==> src/rtl/aes_rx_pkg.sv <==
// Shared definitions for the AES receive-side block assembler.
//   BYTE_W      : width of one received byte
//   BLOCK_BYTES : bytes per AES block
//   BLOCK_W     : width of one assembled block
//   CNT_W       : width of the in-block byte counter
//   rx_state_e  : assembler states (IDLE, FILL, PEND)
package aes_rx_pkg;

    localparam int BYTE_W      = 8;
    localparam int BLOCK_BYTES = 16;
    localparam int BLOCK_W     = BYTE_W * BLOCK_BYTES;
    localparam int CNT_W       = $clog2(BLOCK_BYTES);

    typedef enum logic [1:0] {
        IDLE = 2'd0,
        FILL = 2'd1,
        PEND = 2'd2
    } rx_state_e;

endpackage

==> src/rtl/rx_timeout_ctr.sv <==
// Generic idle-timeout counter.
//   clk     : clock
//   reset   : synchronous active-high reset
//   enable  : counter runs only while high; held at zero otherwise
//   kick    : activity this cycle; restarts the count
//   expired : combinational, high on the cycle the count reaches LIMIT-1
//             without a kick (the LIMIT-th consecutive idle cycle)
module rx_timeout_ctr
    import aes_rx_pkg::*;
#(
    parameter int LIMIT = 100000
) (
    input  logic clk,
    input  logic reset,
    input  logic enable,
    input  logic kick,
    output logic expired
);

    localparam int W = (LIMIT > 1) ? $clog2(LIMIT) : 1;

    logic [W-1:0] count_reg;

    assign expired = enable && !kick && (count_reg == W'(LIMIT - 1));

    always_ff @(posedge clk) begin
        if (reset || !enable || kick || expired) begin
            count_reg <= '0;
        end else begin
            count_reg <= count_reg + W'(1);
        end
    end

endmodule

==> src/rtl/rx_block_assembler.sv <==
// Collects received bytes MSB-first into one AES block and hands it to the
// block buffer. A block completed while the buffer reports full is held
// (PEND) until space frees; bytes arriving meanwhile are dropped.
//
// Ports:
//   clk, reset   : clock, synchronous active-high reset (highest priority)
//   byte_in      : received byte, qualified by byte_valid
//   buf_full     : buffer overflow flag; blocks hand-off while high
//   flush        : discard partial/pending block, clear sticky errors
//   block_out    : last completed block, stable between shift_done pulses
//   shift_done   : one-cycle pulse when block_out has just been loaded
//   busy         : high in FILL or PEND
//   byte_count   : bytes collected in the current block
//   drop_err     : sticky, byte discarded while a block was pending
//   timeout_err  : sticky, partial block discarded by idle timeout
//
// Build option: define RX_TIMEOUT_EN to discard a partial block after
// TIMEOUT_CYCLES idle cycles in FILL; otherwise timeout_err is tied 0.
module rx_block_assembler
    import aes_rx_pkg::*;
#(
    parameter int BLOCK_BYTES    = aes_rx_pkg::BLOCK_BYTES,
    parameter int TIMEOUT_CYCLES = 100000
) (
    input  logic                          clk,
    input  logic                          reset,
    input  logic [7:0]                    byte_in,
    input  logic                          byte_valid,
    input  logic                          buf_full,
    input  logic                          flush,
    output logic [8*BLOCK_BYTES-1:0]      block_out,
    output logic                          shift_done,
    output logic                          busy,
    output logic [$clog2(BLOCK_BYTES)-1:0] byte_count,
    output logic                          drop_err,
    output logic                          timeout_err
);

    localparam int BW = 8 * BLOCK_BYTES;
    localparam int CW = $clog2(BLOCK_BYTES);
    localparam logic [CW-1:0] LAST_IDX = CW'(BLOCK_BYTES - 1);

    rx_state_e       state_reg, state_next;
    logic [BW-1:0]   sr_reg;
    logic [BW-1:0]   sr_shifted;
    logic [CW-1:0]   byte_count_reg;
    logic [BW-1:0]   block_out_reg;
    logic            shift_done_reg;
    logic            drop_err_reg;
    logic            timeout_hit;

    // FSM outputs
    logic            take_byte;
    logic            complete;

    assign sr_shifted = {sr_reg[BW-9:0], byte_in};

    // State register
    always_ff @(posedge clk) begin
        if (reset) begin
            state_reg <= IDLE;
        end else begin
            state_reg <= state_next;
        end
    end

    // Next-state logic
    always_comb begin
        state_next = state_reg;
        if (flush) begin
            state_next = IDLE;
        end else begin
            unique case (state_reg)
                IDLE: if (byte_valid) state_next = FILL;
                FILL: begin
                    if (complete) begin
                        state_next = buf_full ? PEND : IDLE;
                    end else if (timeout_hit) begin
                        state_next = IDLE;
                    end
                end
                PEND: if (!buf_full) state_next = IDLE;
                default: state_next = IDLE;
            endcase
        end
    end

    // Output decode
    always_comb begin
        busy      = 1'b0;
        take_byte = 1'b0;
        complete  = 1'b0;
        unique case (state_reg)
            IDLE: take_byte = byte_valid;
            FILL: begin
                busy      = 1'b1;
                take_byte = byte_valid;
                complete  = byte_valid && (byte_count_reg == LAST_IDX);
            end
            PEND: busy = 1'b1;
            default: ;
        endcase
    end

    // Datapath: shift register, counter, output register, sticky drop flag
    always_ff @(posedge clk) begin
        if (reset) begin
            sr_reg         <= '0;
            byte_count_reg <= '0;
            block_out_reg  <= '0;
            shift_done_reg <= 1'b0;
            drop_err_reg   <= 1'b0;
        end else begin
            shift_done_reg <= 1'b0;
            if (flush) begin
                // block_out deliberately untouched: the buffer may still sample it
                sr_reg         <= '0;
                byte_count_reg <= '0;
                drop_err_reg   <= 1'b0;
            end else begin
                if (take_byte) begin
                    sr_reg <= sr_shifted;
                end
                unique case (state_reg)
                    IDLE: if (take_byte) byte_count_reg <= CW'(1);
                    FILL: begin
                        if (complete) begin
                            byte_count_reg <= '0;
                            if (!buf_full) begin
                                block_out_reg  <= sr_shifted;
                                shift_done_reg <= 1'b1;
                            end
                        end else if (take_byte) begin
                            byte_count_reg <= byte_count_reg + CW'(1);
                        end else if (timeout_hit) begin
                            sr_reg         <= '0;
                            byte_count_reg <= '0;
                        end
                    end
                    PEND: begin
                        // sr holds the finished block; a byte here is lost
                        // even on the release cycle
                        if (byte_valid) drop_err_reg <= 1'b1;
                        if (!buf_full) begin
                            block_out_reg  <= sr_reg;
                            shift_done_reg <= 1'b1;
                        end
                    end
                    default: ;
                endcase
            end
        end
    end

`ifdef RX_TIMEOUT_EN
    logic timeout_err_reg;

    rx_timeout_ctr #(
        .LIMIT (TIMEOUT_CYCLES)
    ) u_timeout (
        .clk     (clk),
        .reset   (reset),
        .enable  (state_reg == FILL),
        .kick    (byte_valid),
        .expired (timeout_hit)
    );

    always_ff @(posedge clk) begin
        if (reset || flush) begin
            timeout_err_reg <= 1'b0;
        end else if (timeout_hit) begin
            timeout_err_reg <= 1'b1;
        end
    end

    assign timeout_err = timeout_err_reg;
`else
    assign timeout_hit = 1'b0;
    assign timeout_err = 1'b0;
`endif

    assign block_out  = block_out_reg;
    assign shift_done = shift_done_reg;
    assign byte_count = byte_count_reg;
    assign drop_err   = drop_err_reg;

endmodule

==> config.mk <==
export PLATFORM = sky130hd
export DESIGN_NAME = rx_block_assembler
export DESIGN_NICKNAME = d
export VERILOG_FILES = /design/src/rtl/aes_rx_pkg.sv /design/src/rtl/rx_timeout_ctr.sv /design/src/rtl/rx_block_assembler.sv
export SDC_FILE = /design/constraint.sdc
export NUM_CORES = 1
export LEC_CHECK = 0
export CORE_MARGIN = 4
export CORE_UTILIZATION = 50
export CTS_CLUSTER_DIAMETER = 30
export DETAILED_ROUTE_END_ITERATION = 7
export GPL_ROUTABILITY_DRIVEN = 0
export PLACE_DENSITY_LB_ADDON = 0.15
export SLEW_MARGIN = 20
export SYNTH_ARGS = -nofsm -noshare
export SYNTH_HDL_FRONTEND = slang
export SYNTH_HIERARCHICAL = 1
export SYNTH_SLANG_ARGS = --single-unit
==> constraint.sdc <==
create_clock -name clk -period 2.3 [get_ports clk]
set_input_delay 0.23 -clock clk [delete_from_list [all_inputs] [get_ports clk]]
set_output_delay 0.23 -clock clk [all_outputs]
set_load 0.05 [all_outputs]
After elaboration in Yosys (flattened, before gate mapping)
Index checks and enable logic that the tools add are counted.
- register bits after elaboration: 264
- output and inout bits: 136
- input bits: 13
- logic and storage cells: 47
- reduce and logical (&&, ||, !) cells: 11
- $add $sub $neg: 1
- muxes and demuxes: 19
- bitwise logic cells: 1
- equality and inequality tests: 9
- operators by type and width (kind ; count):
    $mux W128 ; 3
    $pmux W128 S2 ; 1
    $mux W4 ; 3
    $ne A2 B2 Y1 const B ; 5
    $mux W2 ; 4
    $pmux W4 S2 ; 1
    $pmux W2 S3 ; 1
    $reduce_and A3 Y1 ; 2
    $reduce_or A2 Y1 ; 3
    $mux W1 ; 5
    $reduce_and A5 Y1 ; 1
    $add A4 B1 Y4 const B ; 1
    $eq A4 B4 Y1 const B ; 1
    $reduce_bool A2 Y1 ; 2
    $ne A3 B3 Y1 const B ; 1
    $eq A2 B1 Y1 const B ; 1
    $eq A2 B2 Y1 const B ; 1
    $logic_not A2 Y1 ; 1
    $pmux W1 S2 ; 1
    $reduce_and A2 Y1 ; 1
    $logic_and A1 B1 Y1 ; 1
    $not A1 Y1 ; 1

Depth between registers and ports, before layout
- word-level depth: 6
- gate-level depth with buffers: 8
- depth with buffers taken out: 5

Least setup slack after synthesis
No wires, ideal clock.
- kind: reg2reg
- start point: register byte_count_reg[0], in the netlist byte_count[0]
- end point: register block_out_reg[107], in the netlist block_out[107]
- cell stages (with the launch flop): 7
- required time: 2.179 ns
- slack: -0.013 ns
- arrival: 2.192 ns
- cells stage by stage: dfxtp_1 ha_1 nand4_1 a2111o_1 buf_4 buf_6 mux2_2
- cells in the longest elaborated chain, start to end: 5
- RTL lines (item ; RTL line ; source):
    start, declared ; rx_block_assembler.sv:46 ; logic [CW-1:0] byte_count_reg;
    start signal, assigned ; rx_block_assembler.sv:134 ; byte_count_reg <= byte_count_reg + CW'(1);
    $eq A4 B4 Y1 ; rx_block_assembler.sv:98 ; complete = byte_valid && (byte_count_reg == LAST_IDX);
    $logic_and A1 B1 Y1 ; rx_block_assembler.sv:98 ;
    $mux W1 ; rx_block_assembler.sv:93 ; unique case (state_reg)
    $ne A2 B2 Y1 (no line) ; n/a ;
    $reduce_and A5 Y1 (no line) ; n/a ;
    end signal, assigned ; rx_block_assembler.sv:130 ; block_out_reg <= sr_shifted;
    end signal, assigned ; rx_block_assembler.sv:145 ; block_out_reg <= sr_reg;
    end, declared ; rx_block_assembler.sv:47 ; logic [BW-1:0] block_out_reg;
No other way between the ends.
A chain may end at the register's enable or synchronous reset.

Worst setup path after layout
- start point: register byte_count_reg[3], in the netlist byte_count[3]
- end point: output port byte_count[3]
- RTL lines (item ; RTL line ; source):
    end, declared ; rx_block_assembler.sv:34 ; output logic [$clog2(BLOCK_BYTES)-1:0] byte_count,
No word-level cell between the ends.

==> results.md <==
* Seq/Total Area, Yosys at 45.2%
* Core ar. at 22800 sq um
* Worst-path cell chain: clkdlybuf4s50_1
* Max Cap Violations at 0
* Final ANT Viol Nets at 0
* Insertion delay to the later sink of the worst-skew pair at 0.55 ns
* Post-Syn Nets at 1325
* Crit path launch type: flip-flop
* Gr ovfl total at 0
* Final Core Density at 67.2%
* Synth warn at 6
* # H-tree levels at 2
* Fraction of layout instances using a drive strength above 1 at 17.8%
* Vias in the first global route at 9088
* Final period util at 91.7%
* Area Overhead vs Synth at 31.2%
* Clk sinks at 264
* Async SR Flop Fraction at 0%
* Int Pwr at 9.97 mW
* DR iter-0 viols at 578
* Hpwl dp at 17.0 mm
* Delay-heaviest family, CP: buffers and inverters
* Mapped Area at 11700 sq um
* Crit path time final at 2.11 ns
* Largest net degree at the start of global routing at 66
* P_sw at 2.88 mW
* Cts hold-fix bufs at 0
* Clock Skews at 0.0110 ns
* Slack of the critical path at 0.191 ns
* Die X at 161 um
* CP Buf/Inv Count at 1
* Post-route DRC at 0
* Area leader, netlist: dfxtp_1
* Largest cells by area after synthesis: dfxtp_1 (45%), mux2_2 (12%), mux2i_1 (11%)
* Syn avg cell area at 8.95 sq um
* Crit path kind: reg -> out
* Crit-path max cell delay at 0.90 ns
* Post-synth EDFFs at 0
* R2R Setup Slk at 0.22 ns
* Average vias per placed instance at 5.11
* IO Port Bufs at 147
* Worst reg2reg path depth at 6
* Unique masters post-synth at 33
* Detailed-route via count at 9160
* Die Ht at 161 um
* Status: finished, final reports clean
* F_max at 474 MHz
* CP Capture Type: output pin
* Clock Power Share at 60.4%
* Bufs on Longest Clock Path at 3
* Start point of the worst hold path: reset
* Relative slew slack at 60.0%
* Row count at 55
* Levels on crit path at 1
* VDD IR max at 0.000679 V
* Pre-CTS setup slack at 0.122 ns
* Initial core utilization at 51.2%
* Drt total wl at 27.8 mm
* Most common cell after layout, fill and taps aside: dfxtp_1
* Unrepaired setup endpoints after global routing: false
* Top_reg_cell synth: dfxtp_1
* Slew @ Worst Pin at 0.599 ns
* Pwr Density at 837 nW/um^2
* Die ar. at 25900 sq um
* RR Startpoint: state_reg[1]
* Pre-antenna DRT Iters at 4
* Share of power burned in registers at 35.9%
* CTS tree: done
* CTS buffer count at 54
* Sw Share at 22.4%
* Crit path max fanout at 6
* Final nets at 1452
* Worst Path Required at 2.07 ns
* Hold Path Cell Cnt at 3
* Crit path DAT at 1.88 ns
* Register bit total from synthesis at 264
* Cells after synthesis at 1308
* CTS clock-pin slew for the worst setup and hold paths at 0.05 ns
* Final-report max-slew violation count at 0
* ANT cells at 0
* CTS Root Cell: clkbuf_16
* Most frequent cells in the layout: dfxtp_1 (262), nand2_1 (259), clkdlybuf4s50_1 (145)
* WL/cell at 15.5 um
* Hold Vio Cnt, Final at 0
* Final setup fails at 0
* Type of the most critical hold path: in -> reg
* RR Endpoint: block_out[107]
* Setup Buffers After CTS at 0
* Yosys top cell area share at 45.2%
* Comb power frac at 3.8%
* First-pass GRT wire length at 45.8 mm
* Total GRT Usage at 21.0%
* Leak at 5.45 nW
* CTS resizes at 0
* TNS Setup at 0 ns
* I/O pins at 149
* Cell at the slowest stage of the critical path: clkdlybuf4s50_1
* Initial antenna violation count at 2
* Worst Hold Endpoint: block_out[15]
-- power by group through the flow --
stage               logic, mW  clock network [mW]  registers [mW]
floorplan               0.304                   0            4.71
global placement        0.486                   0            4.70
detailed placement      0.488                   0            4.70
CTS                     0.490                7.88            4.61
global route            0.524                8.14            4.60
finish                  0.484                7.75            4.61
-- final cells by class --
class,count,area [sq um]
clock buffer,67,1510
multi-input combinational,936,5930
clock inverter,34,360
timing repair buffer,175,1860
sequential,264,5290
fill,1890,7500
tap,313,392
inverter,4,15.0
-- worst max path at each step --
stage | from | endpoint | slack [ns]
2_1_floorplan | byte_count[3] | block_out[107] | 0.16
3_3_place_gp | byte_valid | block_out[122] | 0.14
3_5_place_dp | byte_valid | block_out[107] | 0.12
4_1_cts | byte_count[2] | byte_count[2] | 0.18
5_1_grt | state_reg[1] | block_out[2] | 0.11
6_report | byte_count[3] | byte_count[3] | 0.19
-- layer usage --
metal / part of all wire (%) / GRT usage, % / wire length [um] / up-vias
met5: 0.076 / 0 / 21 / -
met3: 4.8 / 4.21 / 1330 / 44
met1: 45 / 27.6 / 12600 / 4311
met4: 1.7 / 5.54 / 482 / 4
li1: - / - / - / 4593
met2: 48 / 35.5 / 13400 / 208
-- kinds of logic (layout without fill, tap and decap cells) --
group,after synthesis,in the layout,share of synthesized area [%]
flip-flops,264,264,45.2
multiplexers,257,257,23.3
AND/OR/NAND/NOR,530,530,20.1
adder cells (fa/ha/maj),4,4,0.428
AO/OA/AOI/OAI,144,144,6.44
buffers and inverters,108,280,4.49
other,1,1,0.0320
-- synthesized netlist by cell type, drive strengths merged (2+ instances only) --
cell type	instances
dfxtp	264
nand2	259
a21oi	133
nor2	131
mux2i	129
nor2b	129
mux2	128
clkbuf	65
buf	39
ha	4
inv	4
nand4b	4
o21a	2
o21ai	2
-- stage by stage --
stage	hold WS (ns)	area (sq um)	cells	total power, mW
after floorplan	0.309	11700	1308	5.02
after global placement	0.442	13500	1692	5.18
after detailed placement	0.448	13500	1692	5.18
after CTS	0.239	15400	1793	13.0
after global routing	0.276	15400	1793	13.3
final	0.251	15400	1793	12.8
(Power assumes the default switching activity.)
